**config.mk**
```make
export PLATFORM = sky130hd
export DESIGN_NAME = fnd_share_ctrl_flat
export DESIGN_NICKNAME = d
export VERILOG_FILES = /design/src/rtl/fnd_share_ctrl_if.sv /design/src/rtl/fnd_share_ctrl.sv /design/src/flat_wrapper.sv
export SDC_FILE = /design/constraint.sdc
export NUM_CORES = 1
export LEC_CHECK = 0
export ABC_AREA = 1
export BUFFER_PORTS_ARGS = -buffer_cell sky130_fd_sc_hd__buf_2
export CAP_MARGIN = 10
export CORE_AREA = 2 2 98 137
export CTS_CLUSTER_DIAMETER = 120
export DETAILED_ROUTE_END_ITERATION = 8
export DIE_AREA = 0 0 100 139
export PLACE_DENSITY = 0.58
export RECOVER_POWER = 100
export SLEW_MARGIN = 20
export SYNTH_ARGS = -nofsm -noshare
export SYNTH_HDL_FRONTEND = slang
export SYNTH_SLANG_ARGS = --single-unit
```
**constraint.sdc**
```tcl
create_clock -name CLK -period 4.3 [get_ports CLK]
set_input_delay 0.86 -clock CLK [delete_from_list [all_inputs] [get_ports CLK]]
set_output_delay 0.86 -clock CLK [all_outputs]
set_load 0.02 [all_outputs]
```
**src/rtl/fnd_share_ctrl_if.sv**
```systemverilog
// ---------------------------------------------------------------------------
// fnd_share_ctrl_if
// Requester-side bundle of the shared FND display arbiter.
//   REQ   [2:0]  per-requester request, level-held while the display is wanted
//   DATA0 [15:0] requester 0 BCD word, [15:12] is the leftmost digit
//   DATA1 [15:0] requester 1 BCD word
//   DATA2 [15:0] requester 2 BCD word
//   GNT   [2:0]  one-hot grant back to the requesters, 000 when idle
//   BUSY         high while any grant is active
// Modports:
//   master - requester side (drives REQ/DATAx, observes GNT/BUSY)
//   slave  - arbiter side   (observes REQ/DATAx, drives GNT/BUSY)
// ---------------------------------------------------------------------------
interface fnd_share_ctrl_if;
    logic [2:0]  REQ;
    logic [15:0] DATA0;
    logic [15:0] DATA1;
    logic [15:0] DATA2;
    logic [2:0]  GNT;
    logic        BUSY;

    modport master (
        output REQ,
        output DATA0,
        output DATA1,
        output DATA2,
        input  GNT,
        input  BUSY
    );

    modport slave (
        input  REQ,
        input  DATA0,
        input  DATA1,
        input  DATA2,
        output GNT,
        output BUSY
    );
endinterface

```
**src/rtl/fnd_share_ctrl.sv**
```systemverilog
// ---------------------------------------------------------------------------
// fnd_share_ctrl
// Shares one 4-digit common-select FND display between three requesters.
// Ownership is granted round-robin; a new owner keeps the display for at
// least HOLD_CYC cycles unless it releases it itself. The owner's live BCD
// word is scanned onto the digit/segment pins one digit per SCAN_DIV cycles.
//
// Ports:
//   CLK       system clock, all logic on the rising edge
//   RESET     synchronous reset, active-low
//   bus       requester bundle (slave side): REQ, DATA0..2 in; GNT, BUSY out
//   FND_COM   [3:0] one-hot digit select, registered, 0000 when idle
//   FND_DATA  [7:0] segments {a..g,dp}, active-low, registered, FF when idle
//
// Parameters:
//   SCAN_DIV  clock cycles per digit slot (>= 2)
//   HOLD_CYC  minimum ownership in cycles before another requester may
//             take the display over (>= 2)
// ---------------------------------------------------------------------------
module fnd_share_ctrl #(
    parameter int unsigned SCAN_DIV = 65536,
    parameter int unsigned HOLD_CYC = 24000000
) (
    input  logic                    CLK,
    input  logic                    RESET,
    fnd_share_ctrl_if.slave         bus,
    output logic [3:0]              FND_COM,
    output logic [7:0]              FND_DATA
);

    localparam int unsigned SCAN_W = (SCAN_DIV > 1) ? $clog2(SCAN_DIV) : 1;
    localparam int unsigned HOLD_W = (HOLD_CYC > 1) ? $clog2(HOLD_CYC) : 1;

    localparam logic [SCAN_W-1:0] SCAN_LAST = SCAN_W'(SCAN_DIV - 1);
    localparam logic [HOLD_W-1:0] HOLD_LAST = HOLD_W'(HOLD_CYC - 1);

    typedef enum logic [1:0] {
        ST_IDLE = 2'd0,
        ST_LOCK = 2'd1,
        ST_OPEN = 2'd2
    } state_t;

    // -----------------------------------------------------------------------
    // Helper functions
    // -----------------------------------------------------------------------

    // Round-robin pick: first set bit of mask searching from (ptr+1) mod 3
    // upward. Returns a one-hot vector, or 000 when the mask is empty.
    function automatic logic [2:0] rr_pick(input logic [1:0] ptr,
                                           input logic [2:0] mask);
        logic [2:0] res;
        res = 3'b000;
        case (ptr)
            2'd0: begin
                if      (mask[1]) res = 3'b010;
                else if (mask[2]) res = 3'b100;
                else if (mask[0]) res = 3'b001;
                else              res = 3'b000;
            end
            2'd1: begin
                if      (mask[2]) res = 3'b100;
                else if (mask[0]) res = 3'b001;
                else if (mask[1]) res = 3'b010;
                else              res = 3'b000;
            end
            default: begin
                // ptr == 2 (and the unused code 3) start the search at 0
                if      (mask[0]) res = 3'b001;
                else if (mask[1]) res = 3'b010;
                else if (mask[2]) res = 3'b100;
                else              res = 3'b000;
            end
        endcase
        return res;
    endfunction

    // One-hot grant to requester index; an empty grant maps to 2 so that a
    // following search starts at requester 0.
    function automatic logic [1:0] oh_to_idx(input logic [2:0] oh);
        logic [1:0] idx;
        case (oh)
            3'b001:  idx = 2'd0;
            3'b010:  idx = 2'd1;
            3'b100:  idx = 2'd2;
            default: idx = 2'd2;
        endcase
        return idx;
    endfunction

    // BCD nibble to active-low {a..g,dp}; non-decimal nibbles blank the digit.
    function automatic logic [7:0] seg_encode(input logic [3:0] nib);
        logic [7:0] seg;
        case (nib)
            4'd0:    seg = 8'b0000_0011;
            4'd1:    seg = 8'b1001_1111;
            4'd2:    seg = 8'b0010_0101;
            4'd3:    seg = 8'b0000_1101;
            4'd4:    seg = 8'b1001_1001;
            4'd5:    seg = 8'b0100_1001;
            4'd6:    seg = 8'b0100_0001;
            4'd7:    seg = 8'b0001_1011;
            4'd8:    seg = 8'b0000_0001;
            4'd9:    seg = 8'b0000_1001;
            default: seg = 8'b1111_1111;
        endcase
        return seg;
    endfunction

    // -----------------------------------------------------------------------
    // State
    // -----------------------------------------------------------------------
    state_t              state_r;
    logic [2:0]          gnt_r;
    logic                busy_r;
    logic [1:0]          ptr_r;
    logic [HOLD_W-1:0]   hold_r;
    logic [SCAN_W-1:0]   scan_cnt_r;
    logic [1:0]          dig_idx_r;
    logic [3:0]          fnd_com_r;
    logic [7:0]          fnd_data_r;

    // -----------------------------------------------------------------------
    // Arbitration decode
    // -----------------------------------------------------------------------
    logic [2:0]  other_req_s;
    logic [2:0]  pick_any_s;
    logic [2:0]  pick_other_s;
    logic        owner_req_s;
    logic        hold_done_s;

    // Candidate grants and owner status for the FSM.
    always_comb begin
        other_req_s  = bus.REQ & ~gnt_r;
        pick_any_s   = rr_pick(ptr_r, bus.REQ);
        // Excluding the owner also covers the owner-drop case, where its
        // request bit is already clear.
        pick_other_s = rr_pick(ptr_r, other_req_s);
        owner_req_s  = |(bus.REQ & gnt_r);
        hold_done_s  = (hold_r == HOLD_LAST);
    end

    // Grant FSM with registered GNT/BUSY; BUSY always moves with GNT.
    always_ff @(posedge CLK) begin
        if (!RESET) begin
            state_r <= ST_IDLE;
            gnt_r   <= 3'b000;
            busy_r  <= 1'b0;
            ptr_r   <= 2'd2;
            hold_r  <= '0;
        end else begin
            case (state_r)
                ST_IDLE: begin
                    if (bus.REQ != 3'b000) begin
                        gnt_r   <= pick_any_s;
                        busy_r  <= 1'b1;
                        ptr_r   <= oh_to_idx(pick_any_s);
                        hold_r  <= '0;
                        state_r <= ST_LOCK;
                    end else begin
                        gnt_r   <= 3'b000;
                        busy_r  <= 1'b0;
                    end
                end

                ST_LOCK: begin
                    // Owner release takes precedence over hold expiry.
                    if (!owner_req_s) begin
                        if (pick_other_s != 3'b000) begin
                            gnt_r   <= pick_other_s;
                            busy_r  <= 1'b1;
                            ptr_r   <= oh_to_idx(pick_other_s);
                            hold_r  <= '0;
                            state_r <= ST_LOCK;
                        end else begin
                            gnt_r   <= 3'b000;
                            busy_r  <= 1'b0;
                            hold_r  <= '0;
                            state_r <= ST_IDLE;
                        end
                    end else if (hold_done_s) begin
                        state_r <= ST_OPEN;
                    end else begin
                        hold_r  <= hold_r + HOLD_W'(1);
                    end
                end

                ST_OPEN: begin
                    // Hand over directly, so GNT never passes through 000.
                    if (pick_other_s != 3'b000) begin
                        gnt_r   <= pick_other_s;
                        busy_r  <= 1'b1;
                        ptr_r   <= oh_to_idx(pick_other_s);
                        hold_r  <= '0;
                        state_r <= ST_LOCK;
                    end else if (!owner_req_s) begin
                        gnt_r   <= 3'b000;
                        busy_r  <= 1'b0;
                        hold_r  <= '0;
                        state_r <= ST_IDLE;
                    end else begin
                        state_r <= ST_OPEN;
                    end
                end

                default: begin
                    // Unreachable encoding: drop any grant and restart.
                    gnt_r   <= 3'b000;
                    busy_r  <= 1'b0;
                    hold_r  <= '0;
                    state_r <= ST_IDLE;
                end
            endcase
        end
    end

    // Free-running digit scan, independent of grant changes.
    always_ff @(posedge CLK) begin
        if (!RESET) begin
            scan_cnt_r <= '0;
            dig_idx_r  <= 2'd0;
        end else if (scan_cnt_r == SCAN_LAST) begin
            scan_cnt_r <= '0;
            dig_idx_r  <= dig_idx_r + 2'd1;
        end else begin
            scan_cnt_r <= scan_cnt_r + SCAN_W'(1);
        end
    end

    // -----------------------------------------------------------------------
    // Display path
    // -----------------------------------------------------------------------
    logic [15:0] word_s;
    logic [3:0]  nibble_s;
    logic [3:0]  com_s;

    // Select the current owner's live word and the digit being scanned.
    always_comb begin
        case (gnt_r)
            3'b001:  word_s = bus.DATA0;
            3'b010:  word_s = bus.DATA1;
            3'b100:  word_s = bus.DATA2;
            default: word_s = 16'h0000;
        endcase

        case (dig_idx_r)
            2'd0:    begin nibble_s = word_s[15:12]; com_s = 4'b1000; end
            2'd1:    begin nibble_s = word_s[11:8];  com_s = 4'b0100; end
            2'd2:    begin nibble_s = word_s[7:4];   com_s = 4'b0010; end
            default: begin nibble_s = word_s[3:0];   com_s = 4'b0001; end
        endcase
    end

    // Register the digit select and segments; blank whenever nobody owns
    // the display.
    always_ff @(posedge CLK) begin
        if (!RESET) begin
            fnd_com_r  <= 4'b0000;
            fnd_data_r <= 8'hFF;
        end else if (gnt_r == 3'b000) begin
            fnd_com_r  <= 4'b0000;
            fnd_data_r <= 8'hFF;
        end else begin
            fnd_com_r  <= com_s;
            fnd_data_r <= seg_encode(nibble_s);
        end
    end

    assign bus.GNT  = gnt_r;
    assign bus.BUSY = busy_r;
    assign FND_COM  = fnd_com_r;
    assign FND_DATA = fnd_data_r;

endmodule
```
**src/flat_wrapper.sv**
```systemverilog
// flat-port wrapper written by rule: the top's interface ports become plain ports
module fnd_share_ctrl_flat 
#(
    parameter int unsigned SCAN_DIV = 65536,
    parameter int unsigned HOLD_CYC = 24000000
)
  (CLK, RESET, FND_COM, FND_DATA, bus_REQ, bus_DATA0, bus_DATA1, bus_DATA2, bus_GNT, bus_BUSY);
  fnd_share_ctrl_if bus_i ();
  input  logic CLK;
  input  logic RESET;
  output logic [3:0] FND_COM;
  output logic [7:0] FND_DATA;
  input wire logic [$bits(bus_i.REQ)-1:0] bus_REQ;
  input wire logic [$bits(bus_i.DATA0)-1:0] bus_DATA0;
  input wire logic [$bits(bus_i.DATA1)-1:0] bus_DATA1;
  input wire logic [$bits(bus_i.DATA2)-1:0] bus_DATA2;
  output wire logic [$bits(bus_i.GNT)-1:0] bus_GNT;
  output wire logic [$bits(bus_i.BUSY)-1:0] bus_BUSY;
  assign bus_i.REQ = bus_REQ;
  assign bus_i.DATA0 = bus_DATA0;
  assign bus_i.DATA1 = bus_DATA1;
  assign bus_i.DATA2 = bus_DATA2;
  assign bus_GNT = bus_i.GNT;
  assign bus_BUSY = bus_i.BUSY;
  fnd_share_ctrl #(.SCAN_DIV(SCAN_DIV), .HOLD_CYC(HOLD_CYC)) u_core (.CLK(CLK), .RESET(RESET), .bus(bus_i), .FND_COM(FND_COM), .FND_DATA(FND_DATA));
endmodule
```
Yosys cells after proc, flatten, opt, wreduce, memory -nomap -nowiden

Memories as Yosys holds them, arrays and structs flattened. A register that Yosys moved wholly into a read port is not among the register bits.
Cells that the tools add are included.

Memory bits (read-only): 112
Input bits: 53
Bits in registers: 63
Memories: 1

Memories:

| memory           | depth | bits a word | rd ports | clocked after memory_dff | write ports | line                 | RTL |
|---|---|---|---|---|---|---|---|
| (name not given) | 16    | 7           | 1        | 1                        | 0           | fnd_share_ctrl.sv:93 | `case (nib)` |

Eq/ne operators: 19
Add/subtract/negate cells: 3
Reductions and logical operators: 14
Bitwise logic cells: 4
Mux-type cells: 54

Operators by type and width:

| cell                  | number |
|---|---|
| $mux 25               | 5 |
| $pmux 25 s3           | 1 |
| $mux 3                | 19 |
| $pmux 16 s3           | 1 |
| $add 25x1->25 const B | 1 |
| $eq 25x25->1 const B  | 1 |
| $pmux 4 s3            | 2 |
| $mux 2                | 10 |
| $add 16x1->16 const B | 1 |
| $eq 16x16->1 const B  | 1 |
| $pmux 2 s3            | 2 |
| $pmux 3 s2            | 2 |
| $eq 3x1->1 const B    | 3 |
| $eq 3x2->1 const B    | 3 |
| $ne 3x3->1 const B    | 3 |
| $pmux 3 s3            | 1 |
| $reduce_bool 3->1     | 3 |
| $mux 1                | 8 |
| $pmux 2 s2            | 2 |
| $and 3x3->3           | 2 |
| $eq 2x1->1 const B    | 3 |
| $logic_not 2->1       | 3 |
| $reduce_and 3->1      | 2 |
| $eq 2x2->1 const B    | 2 |
| other kinds (11)      | 13 |

Longest topological paths before layout

Gate-level depths: netlist (run 1).

Depth after elaboration: 11
Mapped depth: 17
Depth with buffers taken out: 16

Worst setup path before layout (run 1)

Ideal clock, no wire load.

Kind: input to register
From: in bus_DATA0[9]
To: reg u_core.fnd_data_r[4] (netlist: u_core.FND_DATA[4])
Library setup time: 0.121 ns
Arrival time: 1.943 ns
Required time: 4.179 ns
Buffers on the path: 0
Stages: 12
Path slack: 2.236 ns
Path through: nand2_1 nand3_1 nand2_1 nand2_1 a21oi_1 nand2_1 nand2_1 inv_1 ha_1 nand3b_1 nand3_1 nand2_1

Cells in the longest elaborated chain, start to end: 2

RTL lines:

| what        | line                  | RTL |
|---|---|---|
| from (decl) | flat_wrapper.sv:14    | `input wire logic [$bits(bus_i.DATA0)-1:0] bus_DATA0;` |
| $pmux 16 s3 | fnd_share_ctrl.sv:238 | `case (gnt_r)` |
| $pmux 4 s3  | fnd_share_ctrl.sv:245 | `case (dig_idx_r)` |
| to (decl)   | fnd_share_ctrl.sv:120 | `logic [7:0] fnd_data_r;` |

No other way between the ends.
A chain may end at the register's enable or synchronous reset.

Worst setup path in the final report (run 1)

From: in bus_REQ[0]
To: reg u_core.hold_r[0]

Cells in the longest elaborated chain, start to end: 8
Elaborated cells on any way between the ends: 19
Those cells by class: eq/ne (3); mux (10); bitwise (2); reduce/logical (4)

RTL lines:

| what                                                             | line                  | RTL |
|---|---|---|
| from (decl)                                                      | flat_wrapper.sv:13    | `input wire logic [$bits(bus_i.REQ)-1:0] bus_REQ;` |
| $and 3x3->3                                                      | fnd_share_ctrl.sv:133 | `other_req_s = bus.REQ & ~gnt_r;` |
| $mux 1                                                           | fnd_share_ctrl.sv:57  | `else if (mask[0]) res = 3'b001;` |
| $mux 3                                                           | fnd_share_ctrl.sv:56  | `else if (mask[2]) res = 3'b100;` |
| $mux 3                                                           | fnd_share_ctrl.sv:55  | `if (mask[1]) res = 3'b010;` |
| $pmux 3 s2                                                       | fnd_share_ctrl.sv:53  | `case (ptr)` |
| $reduce_bool 3->1                                                | fnd_share_ctrl.sv:189 | `if (pick_other_s != 3'b000) begin` |
| $ne 3x3->1 (no source line) or $mux 25 (tied branches)           | n/a                   |  |
| $reduce_and 3->1 (no source line) or $pmux 25 s3 (tied branches) | n/a                   |  |
| to (signal assigned)                                             | fnd_share_ctrl.sv:183 | `hold_r <= hold_r + HOLD_W'(1);` |
| to (decl)                                                        | fnd_share_ctrl.sv:116 | `logic [HOLD_W-1:0] hold_r;` |

Parallel ways exist; a longest one is shown, timed or not.

==> impl_metrics.csv, run 1 <==
group,metric,value,unit
placed_design,place_congestion,0.863,
yosys,syn_inst,716,
setup_path,cp_common_cell,"nand2_1",
power,ir_worst_vdd,244,uV
sta,max_clock_freq,306,MHz
cts,post_cts_resized,0,
power,clockPowerShare,0.389,
setup_path,cp_max_fo,25,
yosys,synth_top_flop_cell,"dfxtp_1",
sta,finalSetupViolCount,0,
grt,grt_pass1_vias,4371,
power,leakagePower,2.15,nW
worst_hold_path,holdCritStartpoint,"u_core.scan_cnt_r[0]$_SDFF_PP0_",
run_status,status,"complete, no violations",
placed_design,placed_area,4770,um^2
die,ios,69,
worst_hold_path,holdPathStages,1,
die,die_w,100,um
cts,numCtsBuffers,9,
cts,clk_pin_slew,60,ps
cells_and_area,nNetsFinal,845,
setup_path,worstReg2RegEnd,"u_core.hold_r[0]$_SDFFE_PN0P_",
sta,slew_headroom,0.0396,
sta,rsz0062_at_grt,"false",
die,fp.coreArea,12800,um^2
setup_path,worstPathCellList,"buf_2 -> nand2_1 -> nand3_1 -> nand2_1 -> inv_2 -> nand4_4 -> nand3_2 -> o21ai_0 -> nor2_1",
yosys,ys_seq_area_frac,0.286,
yosys,syn_area_per_cell,6.06,um^2
cts,cts_hold_buf,0,
yosys,yosys.cell_count.top_type,"nand2_1",
sta,final_hold_viol_count,0,
sta,tightest_slew,1440,ps
setup_path,worst-path-stages,9,
yosys,ys_warn_count,0,
run,max_cap_violations,0,
setup_path,cp_top_family,"simple AND/OR/NAND/NOR gates",
sta,setup_slack,1030,ps
cts,cts_num_sinks,62,
yosys,synthArstFlopShare,0,
worst_hold_path,min_to,"u_core.scan_cnt_r[0]$_SDFF_PP0_",
cells_and_area,final_cells,935,
routing,ant_nets,0,
routing,wl_per_cell,12.7,um
cells_and_area,syn2layout_area_growth,16.9,%
power,p_int,1.39,mW
yosys,synth.area.top_cells,"dfxtp_1 29%, nand2_1 21%, nand3_1 8.1%, nor2_1 8.0%, inv_1 5.7%",
die,dieArea,13900,um^2
setup_path,worstPathArrival,3490,ps
routing,via_per_inst,4.86,
placed_design,place_inst,919,
setup_path,r2r-start,"u_core.bus.GNT[1]$_SDFFE_PN0P_",
cells_and_area,antenna_cells,0,
yosys,synth_edf_count,0,
worst_hold_path,hp-class,"flop to flop",
die,rows,49,
grt,overflow,0,
power,total_power,2.18,mW
cts,root_buffer,"clkbuf_16",
yosys,synth_cell_types,40,
sta,fin_crit_sh,0.760,
cts,cts_tree,"yes",
cts,cts_setup_buffers,0,
cells_and_area,drive_gt1_frac,0.125,
routing,vias,4544,
sta,min_period,3270,ps
cells_and_area,stdcell_area,5070,um^2
yosys,synth_nets,784,
setup_path,slowest_delay,700,ps
grt,grt_pass1_wl,19800,um
sta,setup_tns,0,ps
routing,route.detailed.drc,0,
setup_path,endpoint_kind,"flop",
power,p_per_area,431,nW/um^2
cells_and_area,fin_util,0.398,
placed_design,pre_cts_ws,1240,ps
yosys,synth_area,4340,um^2
cts,htreeDepth,3,
power,p_sw,0.795,mW
grt,antenna_found_initial,0,
setup_path,cp_num_buf_inv,2,
yosys,ys_ff_latch,62,
setup_path,reg2regPathDepth,8,
setup_path,startpoint_type,"input pin",
yosys,synthTopCellsByCount,"244 x nand2_1, 93 x nor2_1, 70 x nand3_1",
setup_path,cp.required,4530,ps
setup_path,criticalPathCategory,"input pin to flop",
placed_design,dp_hpwl,8840,um
power,swShare,0.364,
setup_path,slowest_stage,"nand3_1",
grt,grt_max_degree,33,
routing,wl,11800,um
routing,first_pass_iters,4,
cts,clk_path_buf_depth,2,
yosys,yosysTopAreaCell,"dfxtp_1",
placed_design,port_buffers,67,
sta,hold_slack,450,ps
grt,grtUsageTotal,0.175,
yosys,synth_top_area_share,0.286,
die,die_h,139,um
die,start_util,0.340,
sta,slew_viol_final,0,
power,p_seq_frac,0.315,
routing,drtIter0Drc,143,
sta,fin_skew,5.29,ps
power,comb_power_share,0.295,
cts,clk_latency,330,ps
setup_path,r2r_setup_slack,1120,ps
-- layout by cell type (no fill, tap or decap), types with 2 or more instances in the layout --
| cell type | instances |
|---|---|
| a21oi_1 | 43 |
| a31oi_1 | 2 |
| buf_2 | 51 |
| bufinv_16 | 3 |
| clkbuf_1 | 17 |
| clkbuf_16 | 9 |
| clkinv_4 | 2 |
| dfxtp_1 | 62 |
| ha_1 | 15 |
| inv_1 | 66 |
| inv_2 | 9 |
| nand2_1 | 245 |
| nand2_2 | 5 |
| nand3_1 | 71 |
| nand3_2 | 3 |
| nand4_1 | 25 |
| nor2_1 | 93 |
| nor2_2 | 4 |
| nor2_4 | 2 |
| nor3_1 | 13 |
| o21ai_0 | 9 |
| o21bai_1 | 3 |
| or2_2 | 3 |
| xnor2_1 | 2 |
| xor2_1 | 9 |
-- how the worst max path moves through the flow --
stage	from	end	slack (ps)
after global placement	bus_REQ[0]	u_core.hold_r[0]$_SDFFE_PN0P_	1250
final	bus_REQ[0]	u_core.hold_r[0]$_SDFFE_PN0P_	1030
after floorplan	bus_DATA0[9]	u_core.FND_DATA[4]$_SDFF_PP1_	2240
after CTS	bus_REQ[0]	u_core.hold_r[0]$_SDFFE_PN0P_	1620
after detailed placement	bus_REQ[0]	u_core.hold_r[0]$_SDFFE_PN0P_	1240
after global routing	bus_REQ[1]	u_core.hold_r[20]$_SDFFE_PN0P_	680
-- flip-flops by register name, indices dropped and copies added (netlist names), 2 cells and up --
register,count
u_core.state_r,2
u_core.FND_COM,4
u_core.scan_cnt_r,16
u_core.FND_DATA,7
u_core.ptr_r,2
u_core.dig_idx_r,2
u_core.bus.GNT,3
u_core.hold_r,25
-- worst reg2reg max path, cell delays in order (launching register included) --
cell and delay [ps]:
dfxtp_1 490, nand2_1 140, nand3_1 700, nand2_1 620, inv_2 100, nand4_4 160, nand3_2 460, o21ai_0 330
nor2_1 60
-- layer usage --
layer	global-route usage	part of all wire	up-vias
met1	0.185	0.42	1994
li1	-	-	2420
met4	0.0743	0.031	0
met2	0.333	0.50	104
met5	0	0	-
met3	0.0302	0.040	26
-- power by group through the flow --
| stage | Sequential, mW | Combinational (mW) | Clock (mW) |
|---|---|---|---|
| 6_report | 0.689 | 0.645 | 0.850 |
| 5_1_grt | 0.696 | 0.734 | 0.897 |
| 4_1_cts | 0.687 | 0.674 | 0.875 |
| 3_5_place_dp | 0.700 | 0.671 | 0 |
| 3_3_place_gp | 0.697 | 0.679 | 0 |
| 2_1_floorplan | 0.720 | 0.467 | 0 |
-- logic make-up (layout without fill, tap and decap cells) --
family          after synthesis  in the layout  synth area share
simple gates                472            472             0.480
buf+inv                      93            159            0.0883
compound gates               62             62            0.0793
flops                        62             62             0.286
fa+ha+maj                    15             15            0.0433
xor+xnor                     11             11            0.0222
other cells                   1              1          0.000864
-- area by class of cell --
class	instances	area [um^2]
fillers	1448	7680
multi-input cells	561	2690
flip-flops and latches	62	1240
repair buffers	68	319
inverters	75	282
clock buffers	9	225
well taps	153	191
clock inverters	7	121
(Power assumes the default switching activity.)
==> run 2, diff against run 1 <==
clock period = 3.2 ns   (was 4.3 ns; I/O delays follow)
==> run 2 against run 1 <==
Net effect: cell area shrank 0.96%; first-iteration DRC count is 16% higher; die area is the same; worst hold slack better by 1.8 ps; sequential cell count unchanged; sequential power grew 34%; final cell count is 0.11% higher; total power rose by 28%.
==> impl_metrics.csv, run 2 (synthesis gave the netlist of run 1 again) <==
group,metric,value,unit
cts,htreeDepth,3,
die,ios,69,
sta,slew_headroom,0.485,
setup_path,reg2regPathDepth,9,
die,start_util,0.340,
setup_path,cp.required,3450,ps
die,die_h,139,um
run,max_cap_violations,0,
placed_design,place_congestion,0.878,
grt,grt_max_degree,26,
cells_and_area,final_cell_mix,"248 x nand2_1, 94 x nor2_1, 72 x nand3_1",
routing,wl,11700,um
setup_path,cp_max_fo,25,
sta,tightest_slew,771,ps
routing,via_per_inst,4.80,
power,p_seq_frac,0.330,
worst_hold_path,hp-class,"flop to flop",
setup_path,r2r_setup_slack,600,ps
cts,root_buffer,"clkbuf_16",
power,p_int,1.74,mW
run_status,status,"complete, no violations",
worst_hold_path,min_to,"u_core.scan_cnt_r[0]$_SDFF_PP0_",
cts,cts_tree,"yes",
cts,clk_pin_slew,60,ps
grt,grt_pass1_vias,4131,
cells_and_area,antenna_cells,0,
grt,grtUsageTotal,0.169,
cells_and_area,syn2layout_area_growth,15.7,%
routing,drtIter0Drc,166,
cts,clk_latency,330,ps
setup_path,endpoint_kind,"flop",
placed_design,dp_hpwl,8870,um
grt,antenna_found_initial,0,
routing,vias,4492,
power,clockPowerShare,0.357,
cts,clk_path_buf_depth,2,
setup_path,criticalPathCategory,"flop to flop",
cells_and_area,final_common_cell,"nand2_1",
die,dieArea,13900,um^2
cells_and_area,drive_gt1_frac,0.119,
worst_hold_path,holdPathStages,1,
power,p_per_area,555,nW/um^2
power,comb_power_share,0.313,
die,rows,49,
cts,post_cts_resized,0,
grt,overflow,0,
cts,cts_num_sinks,62,
routing,ant_nets,0,
placed_design,port_buffers,67,
cells_and_area,final_cells,936,
worst_hold_path,holdCritStartpoint,"u_core.scan_cnt_r[0]$_SDFF_PP0_",
power,swShare,0.377,
sta,slew_viol_final,0,
cts,cts_setup_buffers,0,
sta,min_period,2600,ps
setup_path,worstPathArrival,2860,ps
die,fp.coreArea,12800,um^2
routing,wl_per_cell,12.5,um
power,p_sw,1.05,mW
setup_path,startpoint_type,"flop",
sta,fin_crit_sh,0.814,
sta,rsz0062_at_grt,"false",
sta,final_hold_viol_count,0,
power,leakagePower,2.15,nW
die,die_w,100,um
setup_path,r2r-start,"u_core.hold_r[0]$_SDFFE_PN0P_",
cts,numCtsBuffers,9,
sta,max_clock_freq,384,MHz
sta,fin_skew,8.16,ps
cells_and_area,nNetsFinal,846,
setup_path,worstReg2RegEnd,"u_core.hold_r[7]$_SDFFE_PN0P_",
sta,setup_tns,0,ps
routing,first_pass_iters,4,
cells_and_area,regMostFlops,"u_core.hold_r",
cells_and_area,largest_reg_flops,25,
routing,route.detailed.drc,0,
sta,finalSetupViolCount,0,
grt,grt_pass1_wl,19100,um
cts,cts_hold_buf,0,
power,ir_worst_vdd,211,uV
placed_design,place_inst,920,
## run 2: power groups by stage
stage                     clock [mW]  combinational (mW)  sequential (mW)
after floorplan                    0               0.628            0.968
after global placement             0               0.917            0.935
after detailed placement           0               0.908            0.935
after CTS                       1.02               0.911            0.918
after global routing            1.06               0.978            0.930
final                          0.994               0.873            0.920
## run 2: routing by layer
| layer | up-vias | part of all wire | track usage |
|---|---|---|---|
| li1 | 2420 | - | - |
| met1 | 1947 | 0.44 | 0.186 |
| met2 | 107 | 0.49 | 0.310 |
| met3 | 18 | 0.046 | 0.0343 |
| met4 | 0 | 0.021 | 0.0663 |
| met5 | - | 0 | 0 |
## run 2: cell type report
| class | instances | area (um^2) |
|---|---|---|
| fill | 1455 | 7730 |
| multi-input combinational | 561 | 2670 |
| sequential | 62 | 1240 |
| timing repair buffer | 69 | 332 |
| inverter | 75 | 282 |
| clock buffer | 10 | 239 |
| tap | 153 | 191 |
| clock inverter | 6 | 68.8 |
## run 2: worst max-delay path, stage by stage, from the launching register on
cell     delay [ps]
dfxtp_1         450
ha_1            340
nand2_1         130
nor2_1          370
nand2_1         210
inv_2           150
nand4_4         160
nand3_2         450
nand2_1          90
a21oi_1         150
## run 2: how the worst max path moves through the flow
stage / startpoint / endpoint / depth (start not counted)
final: u_core.hold_r[0]$_SDFFE_PN0P_ / u_core.hold_r[7]$_SDFFE_PN0P_ / 9
after global routing: u_core.hold_r[0]$_SDFFE_PN0P_ / u_core.hold_r[8]$_SDFFE_PN0P_ / 9
after CTS: u_core.bus.GNT[2]$_SDFFE_PN0P_ / u_core.FND_DATA[4]$_SDFF_PP1_ / 14
after detailed placement: bus_REQ[2] / u_core.hold_r[0]$_SDFFE_PN0P_ / 11
after global placement: bus_REQ[2] / u_core.hold_r[0]$_SDFFE_PN0P_ / 11
after floorplan: u_core.dig_idx_r[0]$_SDFFE_PN0P_ / u_core.FND_DATA[4]$_SDFF_PP1_ / 15
## run 2: metrics by stage
| step | cell area [um^2] | setup WS [ps] | power [mW] | hold WS, ps | util |
|---|---|---|---|---|---|
| global placement | 4780 | 799 | 1.85 | 434 | 0.375 |
| floorplan | 4340 | 1200 | 1.60 | 418 | - |
| finish | 5020 | 596 | 2.79 | 452 | 0.394 |
| detailed placement | 4780 | 799 | 1.84 | 437 | 0.375 |
| global route | 5020 | 290 | 2.97 | 469 | 0.394 |
| CTS | 5090 | 814 | 2.85 | 453 | 0.399 |
==> run 3, diff against run 2 <==
ABC_AREA = 0   (was 1)
CORE_AREA = 2 2 90 127   (was 2 2 98 137)
DIE_AREA = 0 0 92 129   (was 0 0 100 139)
PLACE_DENSITY = 0.61   (was 0.58)
clock period = 2.1 ns   (was 3.2 ns; I/O delays follow)
==> run 3 against run 2 <==
Net effect: the flow now finishes with violations (negative setup slack); non-clock buffer count up 74; worst hold slack got worse by 5.5 ps; combinational power rose by 23%; via count down 17%; cell area is 5.1% higher; largest cell class unchanged; critical path type unchanged; fmax up 24%.
==> impl_metrics.csv, run 3 <==
group,metric,value,unit
cts,htreeDepth,3,
sta,fin_skew,7.57,ps
power,clockPowerShare,0.380,
worst_hold_path,hp-class,"input pin to flop",
die,start_util,0.347,
setup_path,cp_max_fo,6,
cells_and_area,drive_gt1_frac,0.348,
grt,antenna_found_initial,0,
routing,first_pass_iters,4,
sta,fin_crit_sh,1.00,
sta,slew_viol_final,0,
sta,finalSetupViolCount,1,
power,comb_power_share,0.277,
placed_design,place_congestion,0.808,
yosys,syn_inst,445,
die,die_w,92,um
yosys,synth.area.top_cells,"dfxtp_1 33%, xnor2_1 5.9%, ha_1 5.1%, nor2_1 5.1%, xor2_1 2.8%",
setup_path,cp.required,2360,ps
yosys,synth_top_area_share,0.335,
grt,grtUsageTotal,0.171,
grt,globalRouteMet2Util,0.339,
grt,gr-max-usage-layer,"met2",
cells_and_area,nNetsFinal,647,
routing,via_per_inst,5.15,
power,total_power,3.85,mW
sta,final_hold_viol_count,0,
power,p_per_area,730,nW/um^2
die,fp.coreArea,10700,um^2
cells_and_area,largest_reg_flops,25,
sta,rsz0062_at_grt,"true",
grt,grt_pass1_vias,3809,
cells_and_area,fill_cells,1050,
cts,clk_path_buf_depth,2,
setup_path,criticalPathCategory,"flop to flop",
yosys,synth_cell_types,53,
setup_path,worstPathArrival,2360,ps
placed_design,port_buffers,67,
cts,clk_pin_slew,60,ps
cts,numCtsBuffers,9,
yosys,yosysTopAreaCell,"dfxtp_1",
yosys,synth_nets,513,
power,ir_worst_vdd,685,uV
yosys,synth_edf_count,0,
routing,drtIter0Drc,57,
sta,max_clock_freq,476,MHz
cts,root_buffer,"clkbuf_16",
die,rows,45,
run_status,status,"finished, violations left",
run_status,violations,"negative setup slack",
die,dieArea,11900,um^2
sta,min_period,2100,ps
grt,grt_use_met1,0.177,
cells_and_area,final_common_cell,"buf_4",
yosys,synth_area,3710,um^2
power,p_int,2.67,mW
cts,clk_latency,330,ps
routing,wl_per_cell,14.0,um
cts,cts_num_sinks,62,
power,swShare,0.307,
grt,global_route.usage.met3,0.0340,
setup_path,startpoint_type,"flop",
yosys,ys_ff_latch,62,
power,p_sw,1.18,mW
placed_design,place_inst,698,
yosys,synthTopCellsByCount,"62 x dfxtp_1, 50 x nor2_1, 25 x xnor2_1",
setup_path,endpoint_kind,"flop",
cells_and_area,syn2layout_area_growth,42.4,%
die,ios,69,
routing,route.detailed.drc,0,
cells_and_area,regMostFlops,"u_core.hold_r",
yosys,synthArstFlopShare,0,
yosys,ys_warn_count,0,
yosys,synth_top_flop_cell,"dfxtp_1",
cells_and_area,final_cell_mix,"61 x buf_4, 56 x buf_2, 56 x dfxtp_1",
run,max_cap_violations,0,
placed_design,placed_area,4630,um^2
cells_and_area,antenna_cells,0,
power,leakagePower,2.01,nW
routing,wl,10200,um
grt,grt_max_degree,19,
cells_and_area,fin_util,0.493,
sta,setup_slack,-0.483,ps
yosys,syn_area_per_cell,8.33,um^2
yosys,ys_seq_area_frac,0.335,
placed_design,dp_hpwl,7590,um
die,die_h,129,um
power,p_seq_frac,0.343,
cells_and_area,final_cells,725,
yosys,yosys.cell_count.top_type,"dfxtp_1",
routing,ant_nets,0,
routing,vias,3731,
grt,grt_pass1_wl,16600,um
cells_and_area,stdcell_area,5280,um^2
cts,cts_tree,"yes",
grt,overflow,0,
placed_design,pre_cts_ws,-106,ps
[run 3: cell count changes in the layout (fill, tap and decap cells not counted), sizes merged, moves of 12 or more]
| cell | before | now |
|---|---|---|
| nand2 | 250 | 21 |
| buf | 54 | 125 |
| nand3 | 75 | 16 |
| inv | 76 | 22 |
| nor2 | 100 | 50 |
| a21oi | 43 | 14 |
| xnor2 | 2 | 25 |
| nand4 | 26 | 10 |
| and2 | 0 | 13 |
| a22oi | 0 | 12 |
| nand2b | 0 | 12 |
| nor2b | 0 | 12 |
[run 3: final cells by class]
class                      count  area, um^2  share of cell area
clock buffer                   9         225              0.0427
clock inverter                 7        73.8              0.0140
inverter                      21        78.8              0.0149
multi-input combinational    342        2560               0.485
sequential                    62        1260               0.238
tap                          141         176              0.0334
timing repair buffer         143         907               0.172
[run 3: path summary, 6_finish.rpt]
path	start	to	slack, ps	cells after the start
setup / recovery	u_core.bus.GNT[1]$_SDFFE_PN0P_	u_core.FND_DATA[1]$_SDFF_PP1_	-0.5	10
hold / removal	bus_REQ[0]	u_core.bus.GNT[0]$_SDFFE_PN0P_	450	3
setup reg to reg	u_core.bus.GNT[1]$_SDFFE_PN0P_	u_core.FND_DATA[1]$_SDFF_PP1_	-0.5	10
hold reg to reg	u_core.scan_cnt_r[0]$_SDFF_PP0_	u_core.scan_cnt_r[0]$_SDFF_PP0_	470	1
[run 3: routing by layer]
metal  vias up  part of all wire
met4         0             0.017
met2        39              0.55
li1       1869                 -
met3        15             0.023
met5         -                 0
met1      1808              0.41
[run 3: repair_timing]
action                     in CTS  in global routing
gates resized for setup        22                 51
hold buffers                    0                  0
gates cloned                    0                  1
setup endpoints to repair       8                 35
pin swaps                      14                 12
setup buffers                   6                  4
[run 3: cells by family after synthesis]
family / after synthesis / share of synthesized area
AOI/OAI and AO/OA: 99 / 0.188
adders and majority gates: 15 / 0.0506
muxes: 9 / 0.0250
other: 1 / 0.00101
xor gates and xnor gates: 37 / 0.0874
buffers and inverters: 41 / 0.0452
and+or+nand+nor: 181 / 0.268
DFF: 62 / 0.335
[run 3: power groups by stage]
stage	clock network, mW	logic [mW]	registers, mW
global placement	0	0.901	1.35
floorplan	0	0.569	1.37
finish	1.46	1.07	1.32
CTS	1.49	0.986	1.32
detailed placement	0	0.913	1.35
global route	1.54	1.17	1.33
[run 3: metrics by stage]
| step | hold WS (ps) | TNS, ps |
|---|---|---|
| floorplan | 426 | 0 |
| global placement | 445 | -13.6 |
| detailed placement | 473 | -544 |
| CTS | 431 | -9.19 |
| global route | 464 | -735 |
| finish | 446 | -0.483 |
[run 3: worst max-delay path, cell delays in order (launching register included)]
cell and delay (ps):
dfxtp_4 360, buf_12 110, nor2b_2 190, buf_2 180, o21ai_0 90, a21o_1 210
a2bb2oi_4 250, ha_2 210, inv_1 40, mux2_4 280, a22oi_2 110
